**config.mk**
```make
export PLATFORM = sky130hd
export DESIGN_NAME = ex_sequencer_flat
export DESIGN_NICKNAME = d
export VERILOG_FILES = /design/src/rtl/ex_pkg.sv /design/src/rtl/ex_sequencer_if.sv /design/src/rtl/ex_cond_eval.sv /design/src/rtl/ex_sequencer.sv /design/src/flat_wrapper.sv
export SDC_FILE = /design/constraint.sdc
export NUM_CORES = 1
export LEC_CHECK = 0
export BUFFER_PORTS_ARGS = -buffer_cell sky130_fd_sc_hd__buf_2
export CORE_MARGIN = 1
export CORE_UTILIZATION = 33
export DETAILED_ROUTE_END_ITERATION = 10
export PLACE_DENSITY = 0.53
export SYNTH_ARGS = -nofsm -noshare
export SYNTH_HDL_FRONTEND = slang
export SYNTH_SLANG_ARGS = --single-unit
```
**constraint.sdc**
```tcl
create_clock -name clk_i -period 2.85 [get_ports clk_i]
set_input_delay 0.285 -clock clk_i [delete_from_list [all_inputs] [get_ports clk_i]]
set_output_delay 0.285 -clock clk_i [all_outputs]
set_load 0.03 [all_outputs]
```
**src/rtl/ex_pkg.sv**
```systemverilog
// Shared types for the execute sequencer: op classes, jump conditions,
// FSM states, flag bit positions and functional-unit strobe positions.
package ex_pkg;

    typedef enum logic [2:0] {
        OP_NOP   = 3'd0,
        OP_IALU  = 3'd1,
        OP_VALU  = 3'd2,
        OP_ISWAP = 3'd3,
        OP_VSWAP = 3'd4,
        OP_MEM   = 3'd5,
        OP_JUMP  = 3'd6,
        OP_END   = 3'd7
    } op_class_e;

    typedef enum logic [1:0] {
        COND_ALWAYS = 2'b00,
        COND_Z      = 2'b01,
        COND_NZ     = 2'b10,
        COND_NXV    = 2'b11
    } cond_e;

    typedef enum logic [1:0] {
        ST_IDLE      = 2'd0,
        ST_VALU_WAIT = 2'd1,
        ST_MEM_WAIT  = 2'd2,
        ST_HALT      = 2'd3
    } state_e;

    localparam int FLAG_N = 3;
    localparam int FLAG_Z = 2;
    localparam int FLAG_C = 1;
    localparam int FLAG_V = 0;

    // Bit positions inside fu_start_o {VSWAP,ISWAP,VALU,IALU,MEM}
    localparam int FU_MEM   = 0;
    localparam int FU_IALU  = 1;
    localparam int FU_VALU  = 2;
    localparam int FU_ISWAP = 3;
    localparam int FU_VSWAP = 4;

endpackage

```
**src/rtl/ex_sequencer_if.sv**
```systemverilog
// Issue / functional-unit / writeback bundle between the decoder side and
// the execute sequencer.
interface ex_sequencer_if #(
    parameter int CNT_BITS = 16
);
    logic                issue_valid_i;
    logic                issue_ready_o;
    logic [2:0]          op_class_i;
    logic [1:0]          cond_i;
    logic [9:0]          jump_addr_i;
    logic [3:0]          alu_flags_i;
    logic                mem_ack_i;
    logic                mem_req_o;
    logic [4:0]          fu_start_o;
    logic                wb_valid_o;
    logic [2:0]          wb_sel_o;
    logic                branch_taken_o;
    logic [9:0]          branch_addr_o;
    logic                halted_o;
    logic [CNT_BITS-1:0] retired_o;

    modport master (
        output issue_valid_i, op_class_i, cond_i, jump_addr_i, alu_flags_i, mem_ack_i,
        input  issue_ready_o, mem_req_o, fu_start_o, wb_valid_o, wb_sel_o,
               branch_taken_o, branch_addr_o, halted_o, retired_o
    );

    modport slave (
        input  issue_valid_i, op_class_i, cond_i, jump_addr_i, alu_flags_i, mem_ack_i,
        output issue_ready_o, mem_req_o, fu_start_o, wb_valid_o, wb_sel_o,
               branch_taken_o, branch_addr_o, halted_o, retired_o
    );
endinterface

```
**src/rtl/ex_cond_eval.sv**
```systemverilog
// Combinational jump-condition evaluator: decides whether a JUMP is taken
// from its condition code and the current {N,Z,C,V} flags.
module ex_cond_eval
    import ex_pkg::*;
(
    input  cond_e      cond_i,
    input  logic [3:0] flags_i,
    output logic       taken_o
);
    // Carry takes part in no condition; the name keeps it out of unused warnings.
    logic unused_flag_c;
    assign unused_flag_c = flags_i[FLAG_C];

    always_comb begin
        taken_o = 1'b0;
        case (cond_i)
            COND_ALWAYS: taken_o = 1'b1;
            COND_Z:      taken_o = flags_i[FLAG_Z];
            COND_NZ:     taken_o = ~flags_i[FLAG_Z];
            COND_NXV:    taken_o = flags_i[FLAG_N] ^ flags_i[FLAG_V];
            default:     taken_o = 1'b0;
        endcase
    end
endmodule

```
**src/rtl/ex_sequencer.sv**
```systemverilog
// Single-issue execute sequencer: accepts one decoded op at a time, launches
// the functional unit, and reports writeback, branches, halt and retire count.
module ex_sequencer
    import ex_pkg::*;
#(
    parameter int VALU_LAT = 2,
    parameter int CNT_BITS = 16
) (
    input  logic           clk_i,
    input  logic           rst_i,
    ex_sequencer_if.slave  bus
);
    localparam logic [3:0] LAT_M1 = 4'(VALU_LAT - 1);

    state_e              state_q, state_d;
    logic [3:0]          lat_cnt_q, lat_cnt_d;
    logic [3:0]          flags_q, flags_d;
    logic                wb_valid_q, wb_valid_d;
    logic [2:0]          wb_sel_q, wb_sel_d;
    logic                br_taken_q, br_taken_d;
    logic [9:0]          br_addr_q, br_addr_d;
    logic [CNT_BITS-1:0] retired_q, retired_d;

    op_class_e           op;
    logic                ready;
    logic                accept;
    logic                retire;
    logic                cond_taken;
    logic [4:0]          fu_start;

    assign op = op_class_e'(bus.op_class_i);

    ex_cond_eval u_cond_eval (
        .cond_i  (cond_e'(bus.cond_i)),
        .flags_i (flags_q),
        .taken_o (cond_taken)
    );

    always_ff @(posedge clk_i or negedge rst_i) begin
        if (!rst_i) begin
            state_q    <= ST_IDLE;
            lat_cnt_q  <= '0;
            flags_q    <= '0;
            wb_valid_q <= 1'b0;
            wb_sel_q   <= '0;
            br_taken_q <= 1'b0;
            br_addr_q  <= '0;
            retired_q  <= '0;
        end else begin
            state_q    <= state_d;
            lat_cnt_q  <= lat_cnt_d;
            flags_q    <= flags_d;
            wb_valid_q <= wb_valid_d;
            wb_sel_q   <= wb_sel_d;
            br_taken_q <= br_taken_d;
            br_addr_q  <= br_addr_d;
            retired_q  <= retired_d;
        end
    end

    always_comb begin
        state_d    = state_q;
        lat_cnt_d  = lat_cnt_q;
        flags_d    = flags_q;
        wb_valid_d = 1'b0;
        wb_sel_d   = '0;
        br_taken_d = 1'b0;
        br_addr_d  = br_addr_q;
        retire     = 1'b0;
        fu_start   = '0;
        // Ready is gated by reset so every output reads zero while held in reset.
        ready      = rst_i && (state_q == ST_IDLE) && !br_taken_q;
        accept     = ready && bus.issue_valid_i;

        case (state_q)
            ST_IDLE: begin
                if (accept) begin
                    case (op)
                        OP_IALU: begin
                            fu_start[FU_IALU] = 1'b1;
                            flags_d           = bus.alu_flags_i;
                            wb_valid_d        = 1'b1;
                            wb_sel_d          = op;
                        end
                        OP_ISWAP: begin
                            fu_start[FU_ISWAP] = 1'b1;
                            wb_valid_d         = 1'b1;
                            wb_sel_d           = op;
                        end
                        OP_VSWAP: begin
                            fu_start[FU_VSWAP] = 1'b1;
                            wb_valid_d         = 1'b1;
                            wb_sel_d           = op;
                        end
                        OP_VALU: begin
                            fu_start[FU_VALU] = 1'b1;
                            if (VALU_LAT <= 1) begin
                                wb_valid_d = 1'b1;
                                wb_sel_d   = op;
                            end else begin
                                state_d   = ST_VALU_WAIT;
                                lat_cnt_d = LAT_M1;
                            end
                        end
                        OP_MEM: begin
                            fu_start[FU_MEM] = 1'b1;
                            state_d          = ST_MEM_WAIT;
                        end
                        OP_JUMP: begin
                            retire = 1'b1;
                            if (cond_taken) begin
                                br_taken_d = 1'b1;
                                br_addr_d  = bus.jump_addr_i;
                            end
                        end
                        OP_END: begin
                            retire  = 1'b1;
                            state_d = ST_HALT;
                        end
                        default: ;
                    endcase
                end
            end
            ST_VALU_WAIT: begin
                // Final wait cycle: writeback lands as the FSM reenters IDLE.
                if (lat_cnt_q <= 4'd1) begin
                    state_d    = ST_IDLE;
                    wb_valid_d = 1'b1;
                    wb_sel_d   = OP_VALU;
                end else begin
                    lat_cnt_d = lat_cnt_q - 4'd1;
                end
            end
            ST_MEM_WAIT: begin
                if (bus.mem_ack_i) begin
                    state_d    = ST_IDLE;
                    wb_valid_d = 1'b1;
                    wb_sel_d   = OP_MEM;
                end
            end
            ST_HALT: ;
            default: state_d = ST_IDLE;
        endcase

        retired_d = retired_q;
        if (wb_valid_d || retire)
            retired_d = retired_q + CNT_BITS'(1);
    end

    assign bus.issue_ready_o  = ready;
    assign bus.fu_start_o     = fu_start;
    assign bus.mem_req_o      = (state_q == ST_MEM_WAIT);
    assign bus.wb_valid_o     = wb_valid_q;
    assign bus.wb_sel_o       = wb_sel_q;
    assign bus.branch_taken_o = br_taken_q;
    assign bus.branch_addr_o  = br_addr_q;
    assign bus.halted_o       = (state_q == ST_HALT);
    assign bus.retired_o      = retired_q;
endmodule

```
**src/flat_wrapper.sv**
```systemverilog
// flat-port wrapper written by rule: the top's interface ports become plain ports
module ex_sequencer_flat import ex_pkg::*;
#(
    parameter int VALU_LAT = 2,
    parameter int CNT_BITS = 16
)
  (clk_i, rst_i, bus_issue_valid_i, bus_op_class_i, bus_cond_i, bus_jump_addr_i, bus_alu_flags_i, bus_mem_ack_i, bus_issue_ready_o, bus_mem_req_o, bus_fu_start_o, bus_wb_valid_o, bus_wb_sel_o, bus_branch_taken_o, bus_branch_addr_o, bus_halted_o, bus_retired_o);
  ex_sequencer_if #(.CNT_BITS(CNT_BITS)) bus_i ();
  input  logic clk_i;
  input  logic rst_i;
  input wire logic [$bits(bus_i.issue_valid_i)-1:0] bus_issue_valid_i;
  input wire logic [$bits(bus_i.op_class_i)-1:0] bus_op_class_i;
  input wire logic [$bits(bus_i.cond_i)-1:0] bus_cond_i;
  input wire logic [$bits(bus_i.jump_addr_i)-1:0] bus_jump_addr_i;
  input wire logic [$bits(bus_i.alu_flags_i)-1:0] bus_alu_flags_i;
  input wire logic [$bits(bus_i.mem_ack_i)-1:0] bus_mem_ack_i;
  output wire logic [$bits(bus_i.issue_ready_o)-1:0] bus_issue_ready_o;
  output wire logic [$bits(bus_i.mem_req_o)-1:0] bus_mem_req_o;
  output wire logic [$bits(bus_i.fu_start_o)-1:0] bus_fu_start_o;
  output wire logic [$bits(bus_i.wb_valid_o)-1:0] bus_wb_valid_o;
  output wire logic [$bits(bus_i.wb_sel_o)-1:0] bus_wb_sel_o;
  output wire logic [$bits(bus_i.branch_taken_o)-1:0] bus_branch_taken_o;
  output wire logic [$bits(bus_i.branch_addr_o)-1:0] bus_branch_addr_o;
  output wire logic [$bits(bus_i.halted_o)-1:0] bus_halted_o;
  output wire logic [$bits(bus_i.retired_o)-1:0] bus_retired_o;
  assign bus_i.issue_valid_i = bus_issue_valid_i;
  assign bus_i.op_class_i = bus_op_class_i;
  assign bus_i.cond_i = bus_cond_i;
  assign bus_i.jump_addr_i = bus_jump_addr_i;
  assign bus_i.alu_flags_i = bus_alu_flags_i;
  assign bus_i.mem_ack_i = bus_mem_ack_i;
  assign bus_issue_ready_o = bus_i.issue_ready_o;
  assign bus_mem_req_o = bus_i.mem_req_o;
  assign bus_fu_start_o = bus_i.fu_start_o;
  assign bus_wb_valid_o = bus_i.wb_valid_o;
  assign bus_wb_sel_o = bus_i.wb_sel_o;
  assign bus_branch_taken_o = bus_i.branch_taken_o;
  assign bus_branch_addr_o = bus_i.branch_addr_o;
  assign bus_halted_o = bus_i.halted_o;
  assign bus_retired_o = bus_i.retired_o;
  ex_sequencer #(.VALU_LAT(VALU_LAT), .CNT_BITS(CNT_BITS)) u_core (.clk_i(clk_i), .rst_i(rst_i), .bus(bus_i));
endmodule
```
== Word level (Yosys, flattened, before mapping) ==
Cells that the tools add are included.

* Magnitude comparators: 1
* Muxes and demuxes: 34
* Equal/unequal tests: 19
* Bitwise gates (word level): 2
* $add $sub $neg: 2
* Reductions and logical operators: 15

{| class="wikitable"
|+ Operators with widths
! cell !! count
|-
| $add A16 B1 Y16 const B || 1
|-
| $mux W1 || 16
|-
| $eq A3 B3 Y1 const B || 4
|-
| $mux W4 || 3
|-
| $pmux W2 S3 || 2
|-
| $mux W5 || 2
|-
| $mux W3 || 3
|-
| $pmux W3 S3 || 1
|-
| $eq A2 B2 Y1 const B || 4
|-
| $mux W2 || 4
|-
| $pmux W4 S2 || 1
|-
| $reduce_and A4 Y1 || 2
|-
| $eq A3 B2 Y1 const B || 2
|-
| $ne A2 B2 Y1 const B || 3
|-
| $reduce_and A5 Y1 || 1
|-
| $eq A2 B1 Y1 const B || 2
|-
| $le A4 B1 Y1 const B || 1
|-
| $logic_not A2 Y1 || 2
|-
| $ne A2 B1 Y1 const B || 2
|-
| $ne A4 B4 Y1 const B || 1
|-
| $pmux W1 S4 || 1
|-
| $sub A4 B1 Y4 const B || 1
|-
| $eq A3 B1 Y1 const B || 1
|-
| $logic_and A1 B1 Y1 || 3
|-
| other kinds (10) || 10
|}

* Output and inout port bits: 39
* Input bits: 23
* Register bits after elaboration: 41
* Logic and storage cells: 81

== Longest topological paths before layout ==
* Word-level depth: 7
* Mapped depth: 8
* Mapped depth without buffers: 6

== Hierarchy ==
Synthesis repeated with hierarchy kept, for this count alone.

* Cells, all modules: 177
* Area, all modules: 2023.2 µm²

{| class="wikitable"
|+ By module, submodules not included
! module !! area each (µm²) !! instances !! sequential area each (µm²) !! cells an instance
|-
| ex_sequencer || 1995.7 || 1 || 1026.0 || 174
|-
| ex_cond_eval || 27.5 || 1 || 0.0 || 3
|}

== Least setup slack after synthesis ==
Ideal clock, no wire load.

* Path kind: reg2reg
* Start: reg u_core.state_q[0]
* End: reg u_core.flags_q[0]
* Data required time: 2.725 ns
* Cell stages (with the launch flop): 7
* Setup time: 0.125 ns
* Path buffers: 0
* Setup slack: 0.539 ns
* Period minus slack after synthesis: 2.311 ns
* Arrival: 2.187 ns
* Cells stage by stage: dfrtp_1 > inv_1 > ha_1 > nand4b_1 > or2_2 > nor2_1 > mux2_2

* Cells in the longest elaborated chain, start to end: 5

{| class="wikitable"
|+ RTL lines
! what !! line !! RTL
|-
| start: declaration || ex_sequencer.sv:15 || <nowiki>state_e state_q, state_d;</nowiki>
|-
| start signal: assignment || ex_sequencer.sv:50 || <nowiki>state_q <= state_d;</nowiki>
|-
| $logic_not A2 Y1 (*) || ex_sequencer.sv:72, ex_sequencer.sv:75 ||
|-
| $logic_and A1 B1 Y1 (2 in series) || ex_sequencer.sv:72 || <nowiki>ready = rst_i && (state_q == ST_IDLE) && !br_taken_q;</nowiki>
|-
| $logic_and A1 B1 Y1 || ex_sequencer.sv:73 || <nowiki>accept = ready && bus.issue_valid_i;</nowiki>
|-
| $reduce_and A3 Y1 (no line) (*) || -- ||
|-
| end signal: assignment || ex_sequencer.sv:52 || <nowiki>flags_q <= flags_d;</nowiki>
|-
| end: declaration || ex_sequencer.sv:17 || <nowiki>logic [3:0] flags_q, flags_d;</nowiki>
|}

Every way passes the cells marked *; elsewhere a longest branch is shown, timed or not.
A chain may end at the register's enable or synchronous reset.

== Worst setup path after layout ==
* Start: in rst_i
* End: out bus_fu_start_o[1]

* Cells in the longest elaborated chain, start to end: 5

{| class="wikitable"
|+ RTL lines
! what !! line !! RTL
|-
| start: declaration || flat_wrapper.sv:10 || <nowiki>input logic rst_i;</nowiki>
|-
| $logic_and A1 B1 Y1 (2 in series) || ex_sequencer.sv:72 ||
|-
| $logic_and A1 B1 Y1 || ex_sequencer.sv:73 ||
|-
| $mux W5 || ex_sequencer.sv:77 || <nowiki>if (accept) begin</nowiki>
|-
| $mux W5 || ex_sequencer.sv:75 || <nowiki>case (state_q)</nowiki>
|-
| end: declaration || flat_wrapper.sv:19 || <nowiki>output wire logic [$bits(bus_i.fu_start_o)-1:0] bus_fu_start_o;</nowiki>
|}

Every way passes these cells.

==> results.md <==
- HPWL Detailed: 3210 um
- Flop2flop setup slack: ~530 ps
- Design Area, Final: around 2600 um2
- Pleak: between 1 and 1.5 nW
- Main synth FF type: dfrtp_1
- Hold slack final: between 200 and 250 ps
- Finished Layout Cells: 328
- CP dominant cell by count: buf_2
- Max_slew headroom: between 50% and 60%
- Tot GR Track Use: between 10% and 20%
- Number of global-route vias before repair: about 1.6k
- FP Rows: 28
- Critical Path RT: approximately 2600 ps
- Post-CTS Setup Bufs: 0
- Post-route antenna net violation count: 0
- EDFF count, synth: 0
- CTS Sinks: 40
- Maximum VDD drop: between 0.0006 and 0.0007 V
- Clock-pin slew on the worst setup and hold paths: 80 ps
- Core Box Area: 6060 um2
- Tightest Hold Check Type: input pin to flip-flop
- Worst Setup Path Type: input pin to primary output
- CTS H-tree depth: 2
- CP Depth: 6
- Vias per cell: around 5.0
- Drt wl/cell: around 14 um
- Cell variety after synth: between 40 and 50
- Main combinational cell family by area after synthesis: simple AND/OR/NAND/NOR gates
- IO Port Bufs: 60
- Gate Count Post-Synth: between 150 and 200
- Die Wd: slightly above 80 um
- Initial antenna violation count: 0
- Vias: between 1.5k and 2k
- Clk_lat worst skew: about 290 ps
- Slew Limit Fails: 0
- Drt first pass iters: 4
- Final WL: ~4400 um
- IO Pins: slightly above 60
- Syn Nets: 219
- Period utilization: 91.3%
- Synth Area in Compound Gates: about an eighth
- Clock buffer depth: 2
- Placed Cells: between 300 and 400
- # setup viols final: 0
- CTS tree: yes
- XOR/XNOR Fraction of Synth Area: 6.18%
- CP startpoint kind: input pin
- Critical path endpoint category: primary output
- Clock Tree Root: clkbuf_8
- Worst path top cell family by delay: buffers and inverters
- Synthesized area: 2130 um2
- Min Tclk post-route: roughly 2600 ps
- Worst Skew: ~6.2 ps
- Antenna diodes: 0
- Max Freq: just under 0.4 GHz
- DRC: 0
- MaxCap Viol Count: 0
- Async S/R FF share, synth: 100%
- CP max stage cell: dlygate4sd3_1
- Worst path cell trace: dlygate4sd3_1, buf_2, nand4b_1, or2_2, nor2_1, buf_2
- Unrepaired setup endpoints after global routing: no
- CP Max Fanout: 14
- Number of synthesized register bits: 40
- Grt ovf: 0
- Buf+Inv Stages, Crit Path: 3
- Post-Route Utilization: between 40% and 50%
- CP max stage delay: 520 ps
- Worst EP arrival: between 2000 and 2500 ps
- Area Overhead vs Synth: 23.1%
- Worst hold stages: 2
- R2R depth: 6
- TritonCTS Buffers: 5
- Avg Inst Size Synth: roughly 11 um2
- Gp weighted congestion: ~0.76
- Placed cell area: approximately 2500 um2
- Outcome: completed
- Slew @ Worst Pin: between 700 and 800 ps
- Simple-gate area share of the yosys netlist: 14.5%
- P per Cell Area: around 1100 nW/um2
- Yosys Warn Count: 0
- Chip height: around 80 um
- Initial Utilization: between 30% and 40%
- Die area: 6770 um2
- Seq/Total Area, Yosys: between 40% and 50%
- Multiplexer share of the synthesized area: a little over a tenth
- Fin. Hold Viols: 0
- Final #Nets: between 200 and 300
- Setup tns final: 0 ps
- Iteration-0 DRC Markers: slightly below 90
- Largest net degree at the start of global routing: 31
- Layout cells sized above 1: 36.0%
- Post-Synth Adder-Cell Area: 4.12%
- Global-route wire length before repair: roughly 7300 um
==> per-layer routing <==
metal	GRT usage, %	part of all wire (%)	vias up
li1	-	-	808
met1	19.3	48	779
met2	22.4	46	47
met3	4.07	5.7	2
met4	3.68	0.34	0
met5	0	0	-
==> where the power goes <==
group,internal [W],switching (W),leakage [nW]
clock network,0.000309,0.000195,0.0645
registers,0.000797,0.000190,0.477
logic,0.000534,0.000892,0.730
total,0.00164,0.00128,1.27
==> stage by stage <==
stage | worst slack (ps) | power, W
3_3_place_gp | 518 | 0.00242
3_5_place_dp | 486 | 0.00243
4_1_cts | 175 | 0.00295
6_report | 249 | 0.00292
2_1_floorplan | 539 | 0.00206
5_1_grt | 5.76 | 0.00313
==> cell usage in the layout, fill, tap and decap left out, types with 2 or more instances in the layout <==
master,n
inv_1,11
o31ai_1,2
a311oi_2,2
xor2_1,14
and4_1,2
or2_2,3
buf_4,2
nand4_1,2
nand2b_1,4
nor2_1,9
buf_2,60
nand3_1,9
o21ai_0,7
mux2i_1,3
or3_1,2
nor2b_1,3
ha_1,7
a31oi_1,6
nand2_1,12
mux2_4,9
dfrtp_1,40
a21oi_1,2
mux2_2,6
clkbuf_8,7
a311oi_1,6
==> area by class of cell <==
type	count	area, um2
clock inverter	1	30.0
multi-input combinational	131	1030
timing repair buffer	63	325
fill	600	3440
clock buffer	7	96.3
tap	75	93.8
inverter	11	41.3
sequential	40	1000
==> flip-flops by register name (all words and copies together) (netlist names) <==
| signal | cells |
|---|---|
| u_core.bus.retired_o | 16 |
| u_core.bus.branch_addr_o | 10 |
| u_core.lat_cnt_q | 4 |
| u_core.bus.wb_sel_o | 3 |
| u_core.flags_q | 3 |
| u_core.state_q | 2 |
| u_core.bus.branch_taken_o | 1 |
| u_core.bus.wb_valid_o | 1 |
==> final timing paths <==
path	to	start
min in group asynchronous	u_core.bus.retired_o[3]	rst_i
hold / removal	u_core.bus.branch_addr_o[9]	bus_jump_addr_i[9]
setup / recovery	bus_fu_start_o[1]	rst_i
hold reg to reg	u_core.bus.retired_o[15]	u_core.bus.retired_o[15]
max in group asynchronous	u_core.bus.retired_o[11]	rst_i
setup reg to reg	u_core.bus.retired_o[1]	u_core.state_q[0]
==> worst register-to-register path, cell delays in order (launching register included) <==
cell	delay (ps)
dfrtp_1	400
inv_1	110
ha_1	310
nand4b_1	280
a211o_1	550
nand3_1	220
mux2_2	340
==> cell families after synthesis <==
group,count (synthesis)
AO/OA/AOI/OAI,35
adder cells (fa/ha/maj),7
XOR/XNOR,15
multiplexers,18
buffers and inverters,18
AND/OR/NAND/NOR,56
flip-flops,40
==> cells in the mapped netlist (3+ instances only) <==
library cell / number / area, um2
a31oi_1: 6 / 37.5
nand3_1: 9 / 45.0
or2_2: 3 / 18.8
o21ai_0: 7 / 35.0
mux2i_1: 3 / 30.0
mux2_2: 6 / 67.6
xor2_1: 14 / 123
inv_1: 11 / 41.3
dfrtp_1: 40 / 1000
a311oi_1: 6 / 52.6
nand2_1: 12 / 45.0
nand2b_1: 4 / 25.0
nor2_1: 9 / 33.8
ha_1: 7 / 87.6
mux2_4: 9 / 135
nor2b_1: 3 / 18.8
==> repair_timing <==
item | CTS | global route
endpoints found under the hold margin | 10 | 0
hold buffers | 1 | 0
resized for setup | 0 | 0
Note: power is estimated with default switching activity, not from simulation.
